===== src/rtl/mcu_pkg.sv =====
// Shared definitions for the accumulator MCU sequencer.
//   - Opcode encodings (instruction bits [7:4])
//   - ALU function select encodings
//   - Sequencer state encodings
package mcu_pkg;

  localparam logic [3:0] OP_NOP  = 4'h0;
  localparam logic [3:0] OP_LDI  = 4'h1;
  localparam logic [3:0] OP_LDR  = 4'h2;
  localparam logic [3:0] OP_STR  = 4'h3;
  localparam logic [3:0] OP_ADD  = 4'h4;
  localparam logic [3:0] OP_SUB  = 4'h5;
  localparam logic [3:0] OP_AND  = 4'h6;
  localparam logic [3:0] OP_OR   = 4'h7;
  localparam logic [3:0] OP_XOR  = 4'h8;
  localparam logic [3:0] OP_JMP  = 4'h9;
  localparam logic [3:0] OP_JZ   = 4'hA;
  localparam logic [3:0] OP_JC   = 4'hB;
  localparam logic [3:0] OP_HALT = 4'hF;

  localparam logic [2:0] ALU_ADD = 3'd0;
  localparam logic [2:0] ALU_SUB = 3'd1;
  localparam logic [2:0] ALU_AND = 3'd2;
  localparam logic [2:0] ALU_OR  = 3'd3;
  localparam logic [2:0] ALU_XOR = 3'd4;

  typedef enum logic [2:0] {
    ST_IDLE   = 3'd0,
    ST_FETCH  = 3'd1,
    ST_DECODE = 3'd2,
    ST_EXEC   = 3'd3,
    ST_HALT   = 3'd4
  } state_t;

endpackage


===== src/rtl/acc_seq_decode.sv =====
// Combinational instruction decoder for acc_seq_ctrl.
// Every output is zero outside EXEC, so strobes and selects can only be
// active for exactly one cycle per instruction.
// Optional feature macro: ACC_SEQ_CTRL_BRANCH_EN (conditional JZ/JC).
// Ports:
//   state    in   sequencer state
//   opcode   in   ir[7:4]
//   acc_z/c  in   accumulator flags (branch build only)
//   load_acc, sel_acc1, sel_acc0, alu_op, rf_we   out  datapath controls
//   is_jmp   out  load the in-page target into pc this cycle
//   is_halt  out  EXEC is a HALT
module acc_seq_decode
  import mcu_pkg::*;
(
  input  state_t     state,
  input  logic [3:0] opcode,
`ifdef ACC_SEQ_CTRL_BRANCH_EN
  input  logic       acc_z,
  input  logic       acc_c,
`endif
  output logic       load_acc,
  output logic       sel_acc1,
  output logic       sel_acc0,
  output logic [2:0] alu_op,
  output logic       rf_we,
  output logic       is_jmp,
  output logic       is_halt
);

  always_comb begin
    load_acc = 1'b0;
    sel_acc1 = 1'b0;
    sel_acc0 = 1'b0;
    alu_op   = ALU_ADD;
    rf_we    = 1'b0;
    is_jmp   = 1'b0;
    is_halt  = 1'b0;
    if (state == ST_EXEC) begin
      case (opcode)
        OP_NOP:  ;
        OP_LDI:  load_acc = 1'b1;
        OP_LDR:  begin load_acc = 1'b1; sel_acc0 = 1'b1; end
        OP_STR:  rf_we = 1'b1;
        OP_ADD:  begin load_acc = 1'b1; sel_acc1 = 1'b1; alu_op = ALU_ADD; end
        OP_SUB:  begin load_acc = 1'b1; sel_acc1 = 1'b1; alu_op = ALU_SUB; end
        OP_AND:  begin load_acc = 1'b1; sel_acc1 = 1'b1; alu_op = ALU_AND; end
        OP_OR:   begin load_acc = 1'b1; sel_acc1 = 1'b1; alu_op = ALU_OR;  end
        OP_XOR:  begin load_acc = 1'b1; sel_acc1 = 1'b1; alu_op = ALU_XOR; end
        OP_JMP:  is_jmp = 1'b1;
`ifdef ACC_SEQ_CTRL_BRANCH_EN
        OP_JZ:   is_jmp = acc_z;
        OP_JC:   is_jmp = acc_c;
`else
        // Without branch support these behave exactly like NOP.
        OP_JZ, OP_JC: ;
`endif
        OP_HALT: is_halt = 1'b1;
        default: ;  // C..E are NOPs
      endcase
    end
  end

endmodule


===== src/rtl/acc_seq_ctrl.sv =====
// Fetch/decode/execute sequencer for the 8-bit accumulator datapath.
// Owns the FSM, pc and instruction register; control outputs are Moore,
// decoded from state+ir by acc_seq_decode.
// Optional feature macro: ACC_SEQ_CTRL_BRANCH_EN (conditional JZ/JC).
// Ports:
//   CLK, CLB (async active-low)          clock / reset
//   run                                   start from IDLE
//   imem_req/addr/ack/rdata               instruction fetch port
//   rf_addr, rf_we                        register file control
//   alu_op, LoadAcc, SelAcc1, SelAcc0     accumulator control
//   A_imm                                 immediate (ir[3:0])
//   acc_c, acc_z                          accumulator flags
//   pc, halted                            status
// PC_W must be at least 5 (jumps replace the low nibble only).
module acc_seq_ctrl
  import mcu_pkg::*;
#(
  parameter int              PC_W     = 8,
  parameter logic [PC_W-1:0] RESET_PC = '0
) (
  input  logic            CLK,
  input  logic            CLB,
  input  logic            run,
  output logic            imem_req,
  output logic [PC_W-1:0] imem_addr,
  input  logic            imem_ack,
  input  logic [7:0]      imem_rdata,
  output logic [3:0]      rf_addr,
  output logic            rf_we,
  output logic [2:0]      alu_op,
  output logic            LoadAcc,
  output logic            SelAcc1,
  output logic            SelAcc0,
  output logic [3:0]      A_imm,
  input  logic            acc_c,
  input  logic            acc_z,
  output logic [PC_W-1:0] pc,
  output logic            halted
);

  state_t     state;
  logic [7:0] ir;
  logic       is_jmp, is_halt;

  acc_seq_decode u_dec (
    .state    (state),
    .opcode   (ir[7:4]),
`ifdef ACC_SEQ_CTRL_BRANCH_EN
    .acc_z    (acc_z),
    .acc_c    (acc_c),
`endif
    .load_acc (LoadAcc),
    .sel_acc1 (SelAcc1),
    .sel_acc0 (SelAcc0),
    .alu_op   (alu_op),
    .rf_we    (rf_we),
    .is_jmp   (is_jmp),
    .is_halt  (is_halt)
  );

`ifndef ACC_SEQ_CTRL_BRANCH_EN
  // Flags only matter for conditional branches.
  logic unused_flags;
  assign unused_flags = acc_c ^ acc_z;
`endif

  // Derived from state so a reset during FETCH drops the request at once.
  assign imem_req  = (state == ST_FETCH);
  assign imem_addr = pc;
  assign rf_addr   = ir[3:0];
  assign A_imm     = ir[3:0];
  assign halted    = (state == ST_HALT);

  always_ff @(posedge CLK or negedge CLB) begin
    if (!CLB) begin
      state <= ST_IDLE;
      pc    <= RESET_PC;
      ir    <= 8'h00;
    end else begin
      case (state)
        ST_IDLE:   if (run) state <= ST_FETCH;
        ST_FETCH:  if (imem_ack) begin
                     ir    <= imem_rdata;
                     pc    <= pc + 1'b1;
                     state <= ST_DECODE;
                   end
        ST_DECODE: state <= ST_EXEC;
        ST_EXEC: begin
          // Target keeps the page of the already-incremented pc.
          if (is_jmp) pc <= {pc[PC_W-1:4], ir[3:0]};
          state <= is_halt ? ST_HALT : ST_FETCH;
        end
        ST_HALT:   state <= ST_HALT;
        default:   state <= ST_IDLE;
      endcase
    end
  end

endmodule


===== config.mk =====
export PLATFORM = sky130hd
export DESIGN_NAME = acc_seq_ctrl
export DESIGN_NICKNAME = d
export VERILOG_FILES = /design/src/rtl/mcu_pkg.sv /design/src/rtl/acc_seq_decode.sv /design/src/rtl/acc_seq_ctrl.sv
export SDC_FILE = /design/constraint.sdc
export NUM_CORES = 1
export LEC_CHECK = 0
export CAP_MARGIN = 25
export CORE_AREA = 2 2 58 60
export CTS_BUF_LIST = sky130_fd_sc_hd__clkbuf_2 sky130_fd_sc_hd__clkbuf_4 sky130_fd_sc_hd__clkbuf_8
export DETAILED_ROUTE_END_ITERATION = 7
export DIE_AREA = 0 0 60 62
export PLACE_DENSITY_LB_ADDON = 0.05
export SLEW_MARGIN = 15
export SYNTH_ARGS = -nofsm -noshare
export SYNTH_HDL_FRONTEND = slang
export SYNTH_SLANG_ARGS = --single-unit

===== constraint.sdc =====
create_clock -name CLK -period 1.42 [get_ports CLK]
set_clock_uncertainty 0.05 [all_clocks]
set_input_delay 0.355 -clock CLK [delete_from_list [all_inputs] [get_ports CLK]]
set_output_delay 0.355 -clock CLK [all_outputs]
set_load 0.005 [all_outputs]

==> results of run 1 <==
## what timing repair did
| action | in CTS | in global routing |
|---|---|---|
| pin swaps | 13 | 23 |
| gates resized for setup | 101 | 45 |
| endpoints found under the hold margin | 0 | 0 |
| buffers inserted | 30 | 9 |
| endpoints found under the setup margin | 45 | 41 |
| cloned | 1 | 0 |
| hold buffers | 0 | 0 |
## layout by cell type, fill, tap and decap left out, types with 3 or more instances in the layout
master / Yosys / routed
and3_1: 3 / 3
buf_2: 2 / 10
buf_4: 17 / 42
buf_6: 2 / 19
clkbuf_2: 0 / 6
clkbuf_4: 0 / 3
clkdlybuf4s15_1: 0 / 10
clkdlybuf4s50_1: 0 / 11
dfrtp_1: 19 / 18
dlygate4sd2_1: 0 / 5
inv_1: 3 / 3
mux2i_1: 3 / 3
nand2_1: 24 / 10
nand2_2: 0 / 12
nand3_1: 4 / 4
nand4_1: 3 / 3
nor2b_1: 3 / 3
nor3_2: 0 / 3
## registers in the layout, indices dropped and copies added, names as in the netlist
| name | count |
|---|---|
| ir | 8 |
| imem_addr | 8 |
| state | 3 |
## worst max path at each step
stage,startpoint,to,cells past startpoint
6_report,ir[7]$_DFFE_PN0P_,SelAcc1,4
3_5_place_dp,ir[7]$_DFFE_PN0P_,SelAcc1,4
5_1_grt,ir[7]$_DFFE_PN0P_,LoadAcc,6
2_1_floorplan,ir[6]$_DFFE_PN0P_,SelAcc1,4
3_3_place_gp,ir[7]$_DFFE_PN0P_,SelAcc1,4
4_1_cts,ir[7]$_DFFE_PN0P_,SelAcc1,4
## logic make-up after synthesis
family	Yosys count	synth area share, %
buf+inv	24	14.3
flops	19	39.6
mux	5	4.69
fa+ha+maj	1	1.04
compound gates	15	9.59
simple gates	57	27.8
xor+xnor	4	2.92
## layout make-up
cell class	instances	share of cell area, %
clock buffer	3	1.04
clock inverter	1	0.231
sequential	19	22.0
timing repair buffer	105	41.7
tap	46	2.66
inverter	3	0.520
multi-input combinational	82	31.8
## layer usage
metal,track usage (%),wire [um],vias to the layer above
met3,1.86,97,2
met1,24.5,1520,577
li1,-,-,606
met2,34.5,1730,26
met4,4.76,13,0
met5,0,0,-
## per-stage QoR
step | cell area, um^2 | power (W) | hold WS (ps) | utilization [%]
3_5_place_dp | 1740 | 0.00321 | 431 | 54.7
5_1_grt | 2170 | 0.00477 | 349 | 68.1
6_report | 2170 | 0.00443 | 319 | 68.1
2_1_floorplan | 1200 | 0.00222 | 9.41 | -
3_3_place_gp | 1740 | 0.00317 | 425 | 54.7
4_1_cts | 2070 | 0.00416 | 317 | 65.2
## power groups by stage
stage / registers, W / logic (W) / clock network (W)
3_5_place_dp: 0.00102 / 0.00219 / 0
6_report: 0.000952 / 0.00319 / 0.000288
5_1_grt: 0.000989 / 0.00345 / 0.000323
4_1_cts: 0.000946 / 0.00292 / 0.000298
2_1_floorplan: 0.00102 / 0.00121 / 0
3_3_place_gp: 0.00101 / 0.00216 / 0
==> flow_metrics.tcl, run 1 <==
set metrics [dict create \
    status "finished with violations" \
    violations "negative setup slack" \
    cts_buffers 3 \
    fillers 263 \
    worst_pin_slew_ps 309 \
    p_int_w 0.00279 \
    drt_iter0_drc 15 \
    power_density_nw_per_um2 2050 \
    dp_hpwl_um 2110 \
    worst_path_largest_cell_delay_ps 420 \
    rows 21 \
    vdd_drop_max_mv 1.07 \
    insertion_delay_ps 300 \
    net-switching-power_w 0.00164 \
    syn_area_um2 1200 \
    grt_max_degree 20 \
    die_area_um2 3720 \
    h-tree-depth 1 \
    yosys.area.top_type "dfrtp_1" \
    grt_setup_unrepaired "yes" \
    place_inst 220 \
    wirelength_um 3370 \
    p_leak_nw 1.09 \
    ys.flop_type "dfrtp_1" \
    root_buffer "clkbuf_4" \
    synth_cell_type_count 38 \
    synth_async_sr_flop_share_pct 100 \
    multi_input_area_um2 689 \
    criticalPathCategory "reg2out" \
    cap_violations 0 \
    reg2reg_slack_ps -410 \
    fin_cells 259 \
    vias_per_cell 4.68 \
    first_pass_iters 4 \
    worst_setup_path_start_kind "flip-flop" \
    worstPathRequired_ps 1010 \
    antenna_cells 0 \
    cts_tree "yes" \
    nNetsFinal 229 \
    vias 1211 \
    dp_slack_ps -541 \
    area_delta_synth_final_pct 80.5 \
    setup_tns_ps -5700 \
    crit_path_top_delay_cell "dfrtp_1" \
    synthCells 125 \
    port_buffers 44 \
    cts.clk_slew.worst_paths_ps 120 \
    maxSlewHeadroom_pct 79.2 \
    coreArea_um2 3180 \
    cts_buffer_depth 2 \
    reg2reg_from "ir[7]$_DFFE_PN0P_" \
    drive_above_1_share_pct 54.0 \
    die_h_um 62 \
    p_seq_share_pct 21.5 \
    wl_per_cell_um 13.0 \
    ys.warnings.count 0 \
    ys_seq_area_share_pct 39.6 \
    pwr-share-clk_pct 6.5 \
    synth_common_cells "nand2_1 (24), dfrtp_1 (19), buf_4 (17)" \
    grt_pass1_wl_um 5240 \
    cp_max_fo 5 \
    regToRegEndpoint "imem_addr[1]$_DFFE_PN0P_" \
    synth_nets 140 \
    track_usage_pct 19.1 \
    regArea_um2 477 \
    drv_slew 0 \
    swShare_pct 37.0 \
    hold_viol_final 0 \
    cts.sinks 19 \
    start_util_pct 37.7 \
    combPwrFrac_pct 72.0 \
    synth_top_area_share_pct 39.6 \
    rr_worst_depth 8 \
    synth_most_common_cell "nand2_1" \
    synth_edf_count 0 \
    min_period_over_period_pct 132 \
    ant_nets 0 \
    critPathBufInv 1 \
    layout_setup_ws_ps -453 \
    finalSetupViolations 21 \
    min_period_ps 1870 \
    postSynthAreaPerCell_um2 9.60 \
    hold_class "in2async" \
    fp.dieW_um 60 \
    grt_antenna_before_repair 0 \
    synthTopCellsByArea "dfrtp_1 (40%), buf_4 (11%), nand2_1 (7.5%)" \
    crit_family "simple AND/OR/NAND/NOR gates" \
    ioPinCount 47 \
    fmax_mhz 534 \
    grt-ovfl-total 0 \
    drc 0 \
    arrival_ps 1470 \
    worstSetupEndpointType "primary output" \
    crit_chain "or3b_4 -> nor3_4 -> a21o_1 -> buf_2" \
    grt_pass1_vias 1153 \
    gp_congestion 0.787 \
    ys_seq_elements 19 \
]
Note: power is estimated with default switching activity, not from simulation.
==> run 2: changes to the inputs <==
RECOVER_POWER = 100   (was unset)
==> run 2 against run 1 <==
The run still ends with negative setup slack left. Die area stayed put. Global-route usage stayed put. Sequential power hardly changed. Non-clock buffer count stayed put. Clock power hardly changed. Final cell count stayed put. Largest cell class unchanged.
==> flow_metrics.tcl, run 2 (synthesis results as in run 1) <==
set metrics [dict create \
    final_common_cell "buf_4" \
    vias 1211 \
    insertion_delay_ps 300 \
    rows 21 \
    status "finished with violations" \
    hold_viol_final 0 \
    wl_per_cell_um 13.0 \
    cts_buffers 3 \
    power_density_nw_per_um2 2050 \
    worst_pin_slew_ps 504 \
    hold_class "in2async" \
    worst_path_largest_cell_delay_ps 420 \
    wirelength_um 3370 \
    drv_slew 0 \
    hold-worst-slack_ps 474 \
    grt_setup_unrepaired "yes" \
    area_delta_synth_final_pct 80.3 \
    nNetsFinal 229 \
    cts_buffer_depth 2 \
    first_pass_iters 4 \
    reg2reg_from "ir[7]$_DFFE_PN0P_" \
    worst_setup_path_start_kind "flip-flop" \
    worstSetupEndpointType "primary output" \
    die_area_um2 3720 \
    grt_pass1_vias 1153 \
    worstPathRequired_ps 1010 \
    p_leak_nw 1.09 \
    final_cell_mix "buf_4 (41), buf_6 (19), dfrtp_1 (18)" \
    track_usage_pct 19.1 \
    start_util_pct 37.7 \
    violations "negative setup slack" \
    cts.sinks 19 \
    root_buffer "clkbuf_4" \
    crit_family "simple AND/OR/NAND/NOR gates" \
    cts.clk_slew.worst_paths_ps 120 \
    die_h_um 62 \
    dp_hpwl_um 2110 \
    h-tree-depth 1 \
    grt_max_degree 20 \
    cp_max_fo 5 \
    fp.dieW_um 60 \
    fmax_mhz 534 \
    ioPinCount 47 \
    grt-ovfl-total 0 \
    cap_violations 0 \
    min_period_over_period_pct 132 \
    vias_per_cell 4.68 \
    min_period_ps 1870 \
    crit_chain "or3b_4 -> nor3_4 -> a21o_1 -> buf_2" \
    cts_tree "yes" \
    gp_congestion 0.787 \
    grt_pass1_wl_um 5240 \
    vdd_drop_max_mv 1.07 \
    drive_above_1_share_pct 54.0 \
    drt_iter0_drc 15 \
    drc 0 \
    grt_antenna_before_repair 0 \
    port_buffers 44 \
    report.power.total_w 0.00443 \
    reg2reg_slack_ps -410 \
    rr_worst_depth 8 \
    antenna_cells 0 \
    crit_path_top_delay_cell "dfrtp_1" \
    criticalPathCategory "reg2out" \
    coreArea_um2 3180 \
    layout_setup_ws_ps -453 \
    maxSlewHeadroom_pct 66.4 \
    fillers 264 \
    arrival_ps 1470 \
    critPathBufInv 1 \
    ant_nets 0 \
    regToRegEndpoint "imem_addr[1]$_DFFE_PN0P_" \
    finalSetupViolations 21 \
    cts_hold_buf 0 \
]
## run 2: how the worst max path moves through the flow
stage	from	cells after the start	slack, ps	end
2_1_floorplan	ir[6]$_DFFE_PN0P_	4	-120	SelAcc1
3_3_place_gp	ir[7]$_DFFE_PN0P_	4	-490	SelAcc1
3_5_place_dp	ir[7]$_DFFE_PN0P_	4	-540	SelAcc1
4_1_cts	ir[7]$_DFFE_PN0P_	4	-500	SelAcc1
5_1_grt	ir[7]$_DFFE_PN0P_	6	-530	LoadAcc
6_report	ir[7]$_DFFE_PN0P_	4	-450	SelAcc1
## run 2: cell type report
class | count | area [um^2] | area share [%]
Clock buffer | 3 | 22.5 | 1.04
Clock inverter | 1 | 5.00 | 0.231
Inverter | 3 | 11.3 | 0.521
Multi-Input combinational cell | 82 | 689 | 31.9
Sequential cell | 19 | 477 | 22.0
Tap cell | 46 | 57.6 | 2.66
Timing Repair Buffer | 105 | 901 | 41.6
## run 2: where the power goes
part	internal [W]	switching, W	total (W)
Clock	0.000105	0.000183	0.000288
Sequential	0.000767	0.000185	0.000952
Combinational	0.00192	0.00127	0.00319
## run 2: layer usage
| layer | vias to the layer above | wire, um | GRT usage (%) |
|---|---|---|---|
| met5 | - | 0 | 0 |
| met4 | 0 | 13 | 4.76 |
| met3 | 2 | 97 | 1.86 |
| met2 | 26 | 1730 | 34.5 |
| met1 | 577 | 1520 | 24.5 |
| li1 | 606 | - | - |
## run 2: timing repair
action,CTS,global route
pin swaps,13,23
setup buffers,30,9
gates resized for setup,101,45
endpoints found under the setup margin,45,41
gates cloned,1,0
## run 2: stage by stage
stage	utilization, %	area [um^2]	TNS, ps	instances	setup slack, ps
floorplan	-	1200	-201	125	-119
CTS	65.2	2070	-4660	254	-499
global placement	54.7	1740	-7560	220	-493
finish	68.0	2160	-5690	259	-453
detailed placement	54.7	1740	-7750	220	-541
global route	68.0	2160	-7240	259	-531
## run 2: worst reg2reg max path, stage by stage (launching register included)
cell and delay [ps]:
dfrtp_1 430, buf_4 150, buf_6 110, nor3b_4 140
buf_4 120, buf_4 120, buf_4 140, a31oi_4 160
mux2_4 320
==> run 3: changes to the inputs <==
GPL_TIMING_DRIVEN = 0   (was unset)
SKIP_CTS_REPAIR_TIMING = 1   (was unset)
==> run 3 against run 2 <==
Largest power group unchanged. Global-route usage fell by 3.5 points. The run still ends with negative setup slack left. Final cell count fell by 1.9%. Core utilization fell by 0.43 points. Non-clock buffer count is 5 lower.
==> flow_metrics.tcl, run 3 (synthesis results as in run 1) <==
set metrics [dict create \
    p_leak_nw 1.17 \
    grt-ovfl-total 0 \
    vdd_drop_max_mv 1.02 \
    cts.sinks 19 \
    worst_pin_slew_ps 902 \
    report.power.total_w 0.00437 \
    start_util_pct 37.7 \
    finalSetupViolations 24 \
    layout_setup_ws_ps -632 \
    grt_pass1_wl_um 4330 \
    wirelength_um 3380 \
    coreArea_um2 3180 \
    dp_hpwl_um 1990 \
    ioPinCount 47 \
    ant_nets 0 \
    hold_viol_final 0 \
    vias 1186 \
    final_common_cell "buf_4" \
    worstSetupEndpointType "primary output" \
    vias_per_cell 4.67 \
    cap_violations 0 \
    grt_antenna_before_repair 0 \
    status "finished with violations" \
    die_h_um 62 \
    violations "negative setup slack" \
    cp_max_fo 6 \
    fmax_mhz 487 \
    insertion_delay_ps 310 \
    nNetsFinal 224 \
    die_area_um2 3720 \
    gp_congestion 0.766 \
    cts_buffer_depth 2 \
    root_buffer "clkbuf_4" \
    grt_max_degree 20 \
    track_usage_pct 15.6 \
    wl_per_cell_um 13.3 \
    cts_tree "yes" \
    power_density_nw_per_um2 2030 \
    drv_slew 0 \
    setup_tns_ps -5600 \
    cts.clk_slew.worst_paths_ps 120 \
    port_buffers 44 \
    cts_buffers 3 \
    drc 0 \
    area_delta_synth_final_pct 79.1 \
    hold_class "reg2reg" \
    grt_pass1_vias 949 \
    fp.dieW_um 60 \
    maxSlewHeadroom_pct 39.7 \
    first_pass_iters 4 \
    drive_above_1_share_pct 51.9 \
    final_cell_mix "buf_4 (32), buf_6 (26), nand2_1 (23)" \
    worst_setup_path_start_kind "flip-flop" \
    reg2reg_slack_ps -310 \
    min_period_ps 2050 \
    criticalPathCategory "reg2out" \
    min_period_over_period_pct 145 \
    drt_iter0_drc 28 \
    fin_util_pct 67.6 \
    worstPathRequired_ps 1010 \
    antenna_cells 0 \
    grt_setup_unrepaired "yes" \
    rows 21 \
    arrival_ps 1650 \
    h-tree-depth 1 \
]
[run 3: changes by cell type in the layout (fill, tap and decap cells not counted), moves of 5 or more]
| cell | previous run | this run |
|---|---|---|
| buf_2 | 10 | 5 |
| buf_4 | 41 | 32 |
| buf_6 | 19 | 26 |
| clkdlybuf4s15_1 | 10 | 0 |
| dfrtp_1 | 18 | 12 |
| dfrtp_2 | 1 | 7 |
| dlygate4sd2_1 | 5 | 0 |
| dlymetal6s2s_1 | 0 | 11 |
| nand2_1 | 10 | 23 |
| nand2_2 | 12 | 0 |
[run 3: worst paths after layout]
path	depth (start not counted)	end	start
worst max-delay path	5	SelAcc1	ir[6]$_DFFE_PN0P_
worst min-delay path	2	ir[0]$_DFFE_PN0P_	ir[0]$_DFFE_PN0P_
worst max register to register	5	imem_addr[2]$_DFFE_PN0P_	ir[6]$_DFFE_PN0P_
worst min register to register	2	ir[0]$_DFFE_PN0P_	ir[0]$_DFFE_PN0P_
max in group asynchronous	1	ir[5]$_DFFE_PN0P_	CLB
min in group asynchronous	1	imem_addr[3]$_DFFE_PN0P_	CLB
[run 3: final cells by class]
class,instances,area [um^2]
fill,260,1030
timing repair buffer,81,723
multi-input combinational,82,656
sequential,19,484
buffer,19,188
tap,46,57.6
clock buffer,4,30.0
inverter,3,11.3
[run 3: power by group]
group	switching (W)	leakage, nW	internal (W)
sequential	0.000308	0.224	0.000779
combinational	0.00108	0.930	0.00189
clock	0.000193	0.0184	0.000129
[run 3: critical path, stage by stage (launching register included)]
cell      delay [ps]
dfrtp_1          400
buf_6            130
or3b_4           410
nor3_4           180
a21o_1           110
clkbuf_2         100
[run 3: layer usage]
| metal | track usage, % | vias up | part of all wire [%] |
|---|---|---|---|
| met5 | 0 | - | 0 |
| met3 | 2.07 | 7 | 4.1 |
| met4 | 7.30 | 0 | 2.0 |
| met1 | 20.5 | 557 | 43 |
| li1 | - | 591 | - |
| met2 | 25.5 | 31 | 51 |
[run 3: through the flow]
| step | instances | cell area, um^2 | setup WS (ps) | hold WS [ps] |
|---|---|---|---|---|
| final | 254 | 2150 | -632 | 491 |
| after floorplan | 125 | 1200 | -119 | 9.41 |
| after detailed placement | 215 | 1700 | -660 | 445 |
| after global routing | 254 | 2150 | -703 | 500 |
| after global placement | 215 | 1700 | -661 | 429 |
| after CTS | 219 | 1730 | -1030 | 464 |
